===== config.mk =====
export PLATFORM = sky130hd
export DESIGN_NAME = adc_capture_ctrl_flat
export DESIGN_NICKNAME = d
export VERILOG_FILES = /design/src/rtl/adc_capture_if.sv /design/src/rtl/adc_capture_ctrl.sv /design/src/flat_wrapper.sv
export SDC_FILE = /design/constraint.sdc
export NUM_CORES = 1
export LEC_CHECK = 0
export ABC_AREA = 1
export ABC_CLOCK_PERIOD_IN_PS = 2300
export CAP_MARGIN = 25
export CORE_MARGIN = 2
export CORE_UTILIZATION = 30
export CTS_BUF_LIST = sky130_fd_sc_hd__clkbuf_4 sky130_fd_sc_hd__clkbuf_8
export DETAILED_ROUTE_END_ITERATION = 6
export DONT_BUFFER_PORTS = 1
export GPL_TIMING_DRIVEN = 0
export PLACE_DENSITY = 0.51
export SYNTH_ARGS = -nofsm -noshare
export SYNTH_HDL_FRONTEND = slang
export SYNTH_SLANG_ARGS = --single-unit
export TNS_END_PERCENT = 10

===== constraint.sdc =====
create_clock -name clk -period 2.3 [get_ports clk]
set_input_delay 0.23 -clock clk [delete_from_list [all_inputs] [get_ports clk]]
set_output_delay 0.23 -clock clk [all_outputs]
set_load 0.05 [all_outputs]

===== src/rtl/adc_capture_if.sv =====
`default_nettype none
// ============================================================================
// Module   : adc_capture_if
// Purpose  : Bundles the ADC serial pins, the sample-RAM write port and the
//            frame valid/ack handshake of adc_capture_ctrl.
// Modports : master - capture controller (drives ADC pins, write port, frame
//                     status; receives dout and frame_ack)
//            slave  - ADC + sample RAM + FFT loader side
// Signals  : ad_clk, cs, din, dout        ADC serial link (cs active low)
//            wr_en, wr_addr, wr_data      sample write strobe {bank, index}
//            frame_valid, frame_bank,     completed-frame handshake
//            frame_ack, overrun
// Revision : 1.0 - initial release
// ============================================================================
interface adc_capture_if #(
    parameter int IDX_W = 6
);
    logic             ad_clk;
    logic             cs;
    logic             din;
    logic             dout;
    logic             wr_en;
    logic [IDX_W:0]   wr_addr;
    logic [9:0]       wr_data;
    logic             frame_valid;
    logic             frame_bank;
    logic             frame_ack;
    logic             overrun;

    modport master (
        output ad_clk, cs, din, wr_en, wr_addr, wr_data,
               frame_valid, frame_bank, overrun,
        input  dout, frame_ack
    );

    modport slave (
        input  ad_clk, cs, din, wr_en, wr_addr, wr_data,
               frame_valid, frame_bank, overrun,
        output dout, frame_ack
    );
endinterface
`default_nettype wire


===== src/rtl/adc_capture_ctrl.sv =====
`default_nettype none
// ============================================================================
// Module   : adc_capture_ctrl
// Purpose  : Sequences an MCP300x-style 10-bit SPI ADC (START/SGL/D2..D0),
//            captures back-to-back conversions into a ping-pong buffer of
//            2 x NUM_SAMPLES words and hands completed frames to the FFT
//            loader with a valid/ack handshake.
// Ports    : clk, rst        clock, asynchronous active-high reset
//            run             level, 1 = convert continuously
//            channel         D2..D0 channel select, latched at conversion start
//            single_ended    SGL bit, latched at conversion start
//            busy            high while converting or in the cs-high gap
//            bus (master)    ADC pins, sample write port, frame handshake
// Revision : 1.0 - initial release
// ============================================================================
module adc_capture_ctrl #(
    parameter int SCLK_HALF     = 75,
    parameter int NUM_SAMPLES   = 64,
    parameter int CS_HIGH_SLOTS = 2,
    parameter int IDX_W         = $clog2(NUM_SAMPLES)
) (
    input  logic         clk,
    input  logic         rst,
    input  logic         run,
    input  logic [2:0]   channel,
    input  logic         single_ended,
    output logic         busy,
    adc_capture_if.master bus
);

    typedef enum logic [1:0] {
        S_IDLE = 2'd0,
        S_CONV = 2'd1,
        S_GAP  = 2'd2
    } state_t;

    localparam int c_CYC_W    = $clog2(2 * SCLK_HALF);
    localparam int c_SLOT_MAX = (CS_HIGH_SLOTS > 17) ? CS_HIGH_SLOTS : 17;
    localparam int c_SLOT_W   = $clog2(c_SLOT_MAX);

    localparam logic [c_CYC_W-1:0]  c_CYC_LAST   = c_CYC_W'(2 * SCLK_HALF - 1);
    localparam logic [c_CYC_W-1:0]  c_CYC_HIGH   = c_CYC_W'(SCLK_HALF);
    localparam logic [c_SLOT_W-1:0] c_CONV_LAST  = c_SLOT_W'(16);
    localparam logic [c_SLOT_W-1:0] c_GAP_LAST   = c_SLOT_W'(CS_HIGH_SLOTS - 1);
    localparam logic [c_SLOT_W-1:0] c_FIRST_DATA = c_SLOT_W'(7);
    localparam logic [IDX_W-1:0]    c_IDX_LAST   = IDX_W'(NUM_SAMPLES - 1);

    state_t              r_state, w_state_nxt;
    logic [c_CYC_W-1:0]  r_cyc, w_cyc_nxt;
    logic [c_SLOT_W-1:0] r_slot, w_slot_nxt;
    logic                w_slot_end;
    logic                w_latch;
    logic                w_enter_idle;
    logic                w_sample_b0;
    logic                w_shift_en;
    logic                w_cs_nxt, w_ad_clk_nxt, w_din_nxt;

    logic [2:0]          r_channel;
    logic                r_sgl;
    logic [8:0]          r_shift;
    logic [IDX_W-1:0]    r_idx;
    logic                r_bank;
    logic                r_cs, r_ad_clk, r_din, r_busy;
    logic                r_wr_en;
    logic [IDX_W:0]      r_wr_addr;
    logic [9:0]          r_wr_data;
    logic                r_fv, r_fb, r_overrun;

    // ------------------------------------------------------------------
    // Next-state, slot/cycle counters and next values of the pin outputs.
    // Pins are registered from the next-state decode so they toggle exactly
    // at slot boundaries without combinational glitches.
    // ------------------------------------------------------------------
    always_comb begin
        w_state_nxt  = r_state;
        w_cyc_nxt    = r_cyc;
        w_slot_nxt   = r_slot;
        w_latch      = 1'b0;
        w_enter_idle = 1'b0;
        w_slot_end   = (r_cyc == c_CYC_LAST);

        case (r_state)
            S_IDLE: begin
                if (run) begin
                    w_state_nxt = S_CONV;
                    w_cyc_nxt   = '0;
                    w_slot_nxt  = '0;
                    w_latch     = 1'b1;
                end
            end
            S_CONV: begin
                if (w_slot_end) begin
                    w_cyc_nxt = '0;
                    if (r_slot == c_CONV_LAST) begin
                        w_state_nxt = S_GAP;
                        w_slot_nxt  = '0;
                    end else begin
                        w_slot_nxt = r_slot + 1'b1;
                    end
                end else begin
                    w_cyc_nxt = r_cyc + 1'b1;
                end
            end
            S_GAP: begin
                if (w_slot_end) begin
                    w_cyc_nxt  = '0;
                    w_slot_nxt = '0;
                    if (r_slot == c_GAP_LAST) begin
                        if (run) begin
                            w_state_nxt = S_CONV;
                            w_latch     = 1'b1;
                        end else begin
                            w_state_nxt  = S_IDLE;
                            w_enter_idle = 1'b1;
                        end
                    end else begin
                        w_slot_nxt = r_slot + 1'b1;
                    end
                end else begin
                    w_cyc_nxt = r_cyc + 1'b1;
                end
            end
            default: begin
                w_state_nxt = S_IDLE;
                w_cyc_nxt   = '0;
                w_slot_nxt  = '0;
            end
        endcase

        w_cs_nxt     = (w_state_nxt != S_CONV);
        w_ad_clk_nxt = (w_state_nxt == S_CONV) && (w_cyc_nxt >= c_CYC_HIGH);

        // Slot 0 (START) never needs the latched command, so the latch and
        // the first din bit can happen on the same edge.
        w_din_nxt = 1'b0;
        if (w_state_nxt == S_CONV) begin
            case (w_slot_nxt)
                c_SLOT_W'(0): w_din_nxt = 1'b1;
                c_SLOT_W'(1): w_din_nxt = r_sgl;
                c_SLOT_W'(2): w_din_nxt = r_channel[2];
                c_SLOT_W'(3): w_din_nxt = r_channel[1];
                c_SLOT_W'(4): w_din_nxt = r_channel[0];
                default:      w_din_nxt = 1'b0;
            endcase
        end

        // dout is taken on the last cycle of each high half; B9..B0 live in
        // slots 7..16, so the final sample is the one in slot 16.
        w_shift_en  = (r_state == S_CONV) && w_slot_end && (r_slot >= c_FIRST_DATA);
        w_sample_b0 = (r_state == S_CONV) && w_slot_end && (r_slot == c_CONV_LAST);
    end

    always_ff @(posedge clk or posedge rst) begin
        if (rst) begin
            r_state   <= S_IDLE;
            r_cyc     <= '0;
            r_slot    <= '0;
            r_cs      <= 1'b1;
            r_ad_clk  <= 1'b0;
            r_din     <= 1'b0;
            r_busy    <= 1'b0;
            r_channel <= '0;
            r_sgl     <= 1'b0;
            r_shift   <= '0;
            r_idx     <= '0;
            r_bank    <= 1'b0;
            r_wr_en   <= 1'b0;
            r_wr_addr <= '0;
            r_wr_data <= '0;
            r_fv      <= 1'b0;
            r_fb      <= 1'b0;
            r_overrun <= 1'b0;
        end else begin
            r_state  <= w_state_nxt;
            r_cyc    <= w_cyc_nxt;
            r_slot   <= w_slot_nxt;
            r_cs     <= w_cs_nxt;
            r_ad_clk <= w_ad_clk_nxt;
            r_din    <= w_din_nxt;
            r_busy   <= (w_state_nxt != S_IDLE);

            if (w_latch) begin
                r_channel <= channel;
                r_sgl     <= single_ended;
            end

            if (w_shift_en) begin
                r_shift <= {r_shift[7:0], bus.dout};
            end

            r_wr_en   <= w_sample_b0;
            r_overrun <= 1'b0;

            if (w_sample_b0) begin
                r_wr_data <= {r_shift, bus.dout};
                r_wr_addr <= {r_bank, r_idx};
                if (r_idx == c_IDX_LAST) begin
                    r_idx <= '0;
                    // A same-cycle ack frees the pending frame first, so the
                    // new frame is handed over instead of being dropped.
                    if (r_fv && !bus.frame_ack) begin
                        r_overrun <= 1'b1;
                    end else begin
                        r_fv   <= 1'b1;
                        r_fb   <= r_bank;
                        r_bank <= ~r_bank;
                    end
                end else begin
                    r_idx <= r_idx + 1'b1;
                    if (r_fv && bus.frame_ack) begin
                        r_fv <= 1'b0;
                    end
                end
            end else begin
                if (r_fv && bus.frame_ack) begin
                    r_fv <= 1'b0;
                end
                // Stopping discards the partial frame; the bank is kept.
                if (w_enter_idle) begin
                    r_idx <= '0;
                end
            end
        end
    end

    assign bus.ad_clk      = r_ad_clk;
    assign bus.cs          = r_cs;
    assign bus.din         = r_din;
    assign bus.wr_en       = r_wr_en;
    assign bus.wr_addr     = r_wr_addr;
    assign bus.wr_data     = r_wr_data;
    assign bus.frame_valid = r_fv;
    assign bus.frame_bank  = r_fb;
    assign bus.overrun     = r_overrun;
    assign busy            = r_busy;

endmodule
`default_nettype wire


===== src/flat_wrapper.sv =====
// flat-port wrapper written by rule: the top's interface ports become plain ports
module adc_capture_ctrl_flat 
#(
    parameter int SCLK_HALF     = 75,
    parameter int NUM_SAMPLES   = 64,
    parameter int CS_HIGH_SLOTS = 2,
    parameter int IDX_W         = $clog2(NUM_SAMPLES)
)
  (clk, rst, run, channel, single_ended, busy, bus_ad_clk, bus_cs, bus_din, bus_wr_en, bus_wr_addr, bus_wr_data, bus_frame_valid, bus_frame_bank, bus_overrun, bus_dout, bus_frame_ack);
  adc_capture_if #(.IDX_W(IDX_W)) bus_i ();
  input  logic clk;
  input  logic rst;
  input  logic run;
  input  logic [2:0] channel;
  input  logic single_ended;
  output logic busy;
  output wire logic [$bits(bus_i.ad_clk)-1:0] bus_ad_clk;
  output wire logic [$bits(bus_i.cs)-1:0] bus_cs;
  output wire logic [$bits(bus_i.din)-1:0] bus_din;
  output wire logic [$bits(bus_i.wr_en)-1:0] bus_wr_en;
  output wire logic [$bits(bus_i.wr_addr)-1:0] bus_wr_addr;
  output wire logic [$bits(bus_i.wr_data)-1:0] bus_wr_data;
  output wire logic [$bits(bus_i.frame_valid)-1:0] bus_frame_valid;
  output wire logic [$bits(bus_i.frame_bank)-1:0] bus_frame_bank;
  output wire logic [$bits(bus_i.overrun)-1:0] bus_overrun;
  input wire logic [$bits(bus_i.dout)-1:0] bus_dout;
  input wire logic [$bits(bus_i.frame_ack)-1:0] bus_frame_ack;
  assign bus_ad_clk = bus_i.ad_clk;
  assign bus_cs = bus_i.cs;
  assign bus_din = bus_i.din;
  assign bus_wr_en = bus_i.wr_en;
  assign bus_wr_addr = bus_i.wr_addr;
  assign bus_wr_data = bus_i.wr_data;
  assign bus_frame_valid = bus_i.frame_valid;
  assign bus_frame_bank = bus_i.frame_bank;
  assign bus_overrun = bus_i.overrun;
  assign bus_i.dout = bus_dout;
  assign bus_i.frame_ack = bus_frame_ack;
  adc_capture_ctrl #(.SCLK_HALF(SCLK_HALF), .NUM_SAMPLES(NUM_SAMPLES), .CS_HIGH_SLOTS(CS_HIGH_SLOTS), .IDX_W(IDX_W)) u_core (.clk(clk), .rst(rst), .run(run), .channel(channel), .single_ended(single_ended), .busy(busy), .bus(bus_i));
endmodule

==> results.py <==
metrics = {
    "yosys": {
        "netlist_instances": 390,
        "yosys_warnings": 0,
        "synth_seq_cells": 60,
        "yosysSeqAreaShare_pct": 49.1,
        "syn_nets": 409,
        "syn_area_um2": 3060,
        "synth_most_common_cell": "nand2_1",
        "ys_top_cells_by_count": "nand2_1, dfrtp_1, inv_1",
        "synthFlopType": "dfrtp_1",
        "avgSynthCellArea_um2": 7.85,
        "synth.distinct_cells": 30,
        "synthArstFlopShare_pct": 100,
        "yosys.area.top_type": "dfrtp_1",
        "synth_edf_count": 0,
        "yosysTopAreaCellShare_pct": 48.2,
        "synth.area.top_cells": "dfrtp_1, nand2_1, inv_1, nand3_1, o21ai_0",
    },
    "global_routing": {
        "grtUsageTotal_pct": 13.4,
        "grt_first_pass_wirelength_mm": 12.0,
        "first_global_vias": 2486,
        "grt_overflow_total": 0,
        "antenna_found_initial": 0,
        "grt_max_degree": 39,
    },
    "clock_tree": {
        "htreeDepth": 3,
        "cts_buffer_depth": 2,
        "root_buffer": "clkbuf_8",
        "path_clk_slew_ps": 60,
        "cts_made_buffers": 9,
        "clkLatencyLatePin_ps": 320,
        "cts_tree": "done",
        "clock_sinks": 60,
    },
    "power": {
        "finalPower_w": 0.00273,
        "p_leak_nw": 1.77,
        "p_per_area_nw_per_um2": 789,
        "vdd.ir_drop.worst_uv": 475,
    },
    "route": {
        "dr.first_iter.drc_count": 105,
        "routed_wl_mm": 6.92,
        "post_drt_wl_per_cell_um": 12.8,
        "route.detailed.drc": 0,
        "vias_per_cell": 4.64,
        "vias": 2508,
        "drtPass1Iterations": 4,
        "drtAntennaViolNets": 0,
    },
    "setup_path": {
        "path_common_cell": "inv_1",
        "slowest_stage": "dfrtp_1",
        "critPathBufInv": 3,
        "cp-start-kind": "register",
        "worstReg2RegStart": "u_core.r_state[0]$_DFF_PP0_",
        "critical-path-top-delay-family": "simple AND/OR/NAND/NOR gates",
        "crit_path_max_incr_delay_ps": 400,
        "endpoint_kind": "register",
        "reg2reg_slack_ps": 240,
        "critPathRequiredTime_ps": 2550,
        "path_cells": "inv_1 > ha_1 > inv_1 > nor2_2 > inv_1 > o22ai_1 > nand3_1 > nor2_1 > nand2_1 > a21oi_1",
        "arrival_ps": 2310,
        "r2r-end": "u_core.bus.ad_clk$_DFF_PP0_",
        "crit_path_max_fanout": 10,
        "worstRegToRegCells": 10,
        "path_class": "reg -> reg",
    },
    "timing": {
        "hold_viol": 0,
        "fin_worst_skew_ps": 10.9,
        "max-slew-margin-rel_pct": 63.4,
        "rsz0062_at_grt": "true",
        "fin_crit_ps": 2060,
        "period_share_pct": 89.8,
        "fmax_mhz": 484,
        "maxSlewViolCount": 0,
        "setup_viol": 0,
        "worstMarginPinSlew_ps": 546,
        "setup-tns-final_ps": 0,
    },
    "finish": {
        "fillers": 1038,
        "n_antenna_cell": 0,
        "syn2layout_area_growth_pct": 12.9,
        "utilization_pct": 35.1,
        "nets": 422,
        "drive_above_1_share_pct": 8.11,
    },
    "min_path": {
        "hp-class": "in -> reg",
        "min_from": "bus_dout",
        "min_to": "u_core.bus.wr_data[0]$_DFFE_PP0P_",
        "hold_depth": 2,
    },
    "floorplan": {
        "initial_core_util_pct": 31.1,
        "ios": 34,
        "die_w_um": 105,
        "fp.coreArea_um2": 9860,
        "row_count": 36,
        "fp.dieH_um": 105,
        "die_area_um2": 11000,
    },
    "placement": {
        "place.gp.congestion": 0.860,
        "portBuffers": 0,
        "place_hpwl_mm": 5.10,
    },
    "status": {
        "status": "finished, final reports clean",
    },
    "flow_run": {
        "maxCapViolCount": 0,
    },
}
==> worst max path at each step <==
stage          cells past startpoint                        start                                 to  slack, ps
4_1_cts                            7  u_core.r_state[1]$_DFF_PP0_      u_core.r_shift[6]$_DFFE_PP0P_        180
3_5_place_dp                       7  u_core.r_state[1]$_DFF_PP0_      u_core.r_shift[6]$_DFFE_PP0P_        190
5_1_grt                            8  u_core.r_state[1]$_DFF_PP0_  u_core.bus.frame_bank$_DFFE_PP0P_        -30
6_report                          10  u_core.r_state[0]$_DFF_PP0_        u_core.bus.ad_clk$_DFF_PP0_        240
3_3_place_gp                       1                          rst          u_core.r_cyc[5]$_DFF_PP0_       -110
2_1_floorplan                      1                          rst        u_core.bus.ad_clk$_DFF_PP0_        590
==> stage by stage <==
| stage | instance area (um^2) | std cells | setup slack [ps] | hold WS [ps] |
|---|---|---|---|---|
| 6_report | 3460 | 540 | 235 | 18.5 |
| 5_1_grt | 3460 | 540 | -32.3 | 21.5 |
| 4_1_cts | 3450 | 540 | 181 | 0.661 |
| 3_5_place_dp | 3250 | 524 | 195 | 176 |
| 3_3_place_gp | 3230 | 523 | -114 | 344 |
| 2_1_floorplan | 3060 | 390 | 587 | 340 |
==> placed cells by master (no fill, tap or decap), types with 2 or more instances in the layout <==
| cell | netlist | layout |
|---|---|---|
| nand2_2 | 4 | 4 |
| nor2_2 | 3 | 2 |
| xor2_1 | 4 | 4 |
| clkbuf_8 | 0 | 10 |
| clkbuf_4 | 0 | 3 |
| nand3_1 | 34 | 34 |
| ha_1 | 10 | 10 |
| xnor2_1 | 3 | 3 |
| nand4_1 | 3 | 3 |
| inv_2 | 1 | 2 |
| nand2_1 | 119 | 119 |
| buf_2 | 2 | 2 |
| a21oi_1 | 7 | 7 |
| dfrtp_1 | 59 | 59 |
| nor2_1 | 27 | 27 |
| clkbuf_1 | 4 | 4 |
| o22ai_1 | 6 | 6 |
| o21ai_0 | 34 | 34 |
| nor3_1 | 4 | 4 |
| nor2_4 | 1 | 2 |
| inv_1 | 54 | 53 |
==> metal layers <==
layer  GRT usage, %  part of all wire, %  vias up
met1           16.7                   46     1187
li1               -                    -     1252
met2           21.7                   46       61
met3           4.43                  6.6        8
met4           4.86                 0.91        0
met5              0                    0        -
==> registers in the layout, indices dropped and copies added (netlist names), 2 cells and up <==
| signal | count |
|---|---|
| u_core.r_idx | 6 |
| u_core.r_slot | 5 |
| u_core.bus.wr_addr | 7 |
| u_core.r_cyc | 8 |
| u_core.bus.wr_data | 10 |
| u_core.r_channel | 3 |
| u_core.r_shift | 9 |
| u_core.r_state | 2 |
==> power by group <==
part           total [W]  internal [W]  switching (W)
registers        0.00132       0.00116       0.000158
clock network   0.000932      0.000559       0.000373
logic           0.000476      0.000155       0.000321
==> area by class of cell <==
| type | instances | area [um^2] | area share [%] |
|---|---|---|---|
| buffer | 9 | 45.0 | 1.30 |
| clock inverter | 2 | 35.0 | 1.01 |
| tap | 133 | 166 | 4.81 |
| clock buffer | 13 | 160 | 4.63 |
| inverter | 56 | 210 | 6.08 |
| timing repair buffer | 2 | 30.0 | 0.868 |
| multi-input combinational | 265 | 1310 | 37.9 |
| sequential | 60 | 1500 | 43.4 |
==> cell families (layout without fill, tap and decap cells) <==
logic type | count (synthesis) | in the layout | synth area share (%)
fa+ha+maj | 10 | 10 | 4.08
flops | 60 | 60 | 49.1
xor+xnor | 7 | 7 | 2.00
compound gates | 50 | 50 | 8.99
simple gates | 196 | 196 | 26.8
buf+inv | 65 | 82 | 8.33
mux | 2 | 2 | 0.694
==> repair_timing <==
action,in CTS,in global routing
hold endpoints to repair,22,0
setup buffers,0,0
resized for setup,0,1
setup endpoints to repair,0,9
hold buffers,1,0
Power figures use the tool's default switching activity.
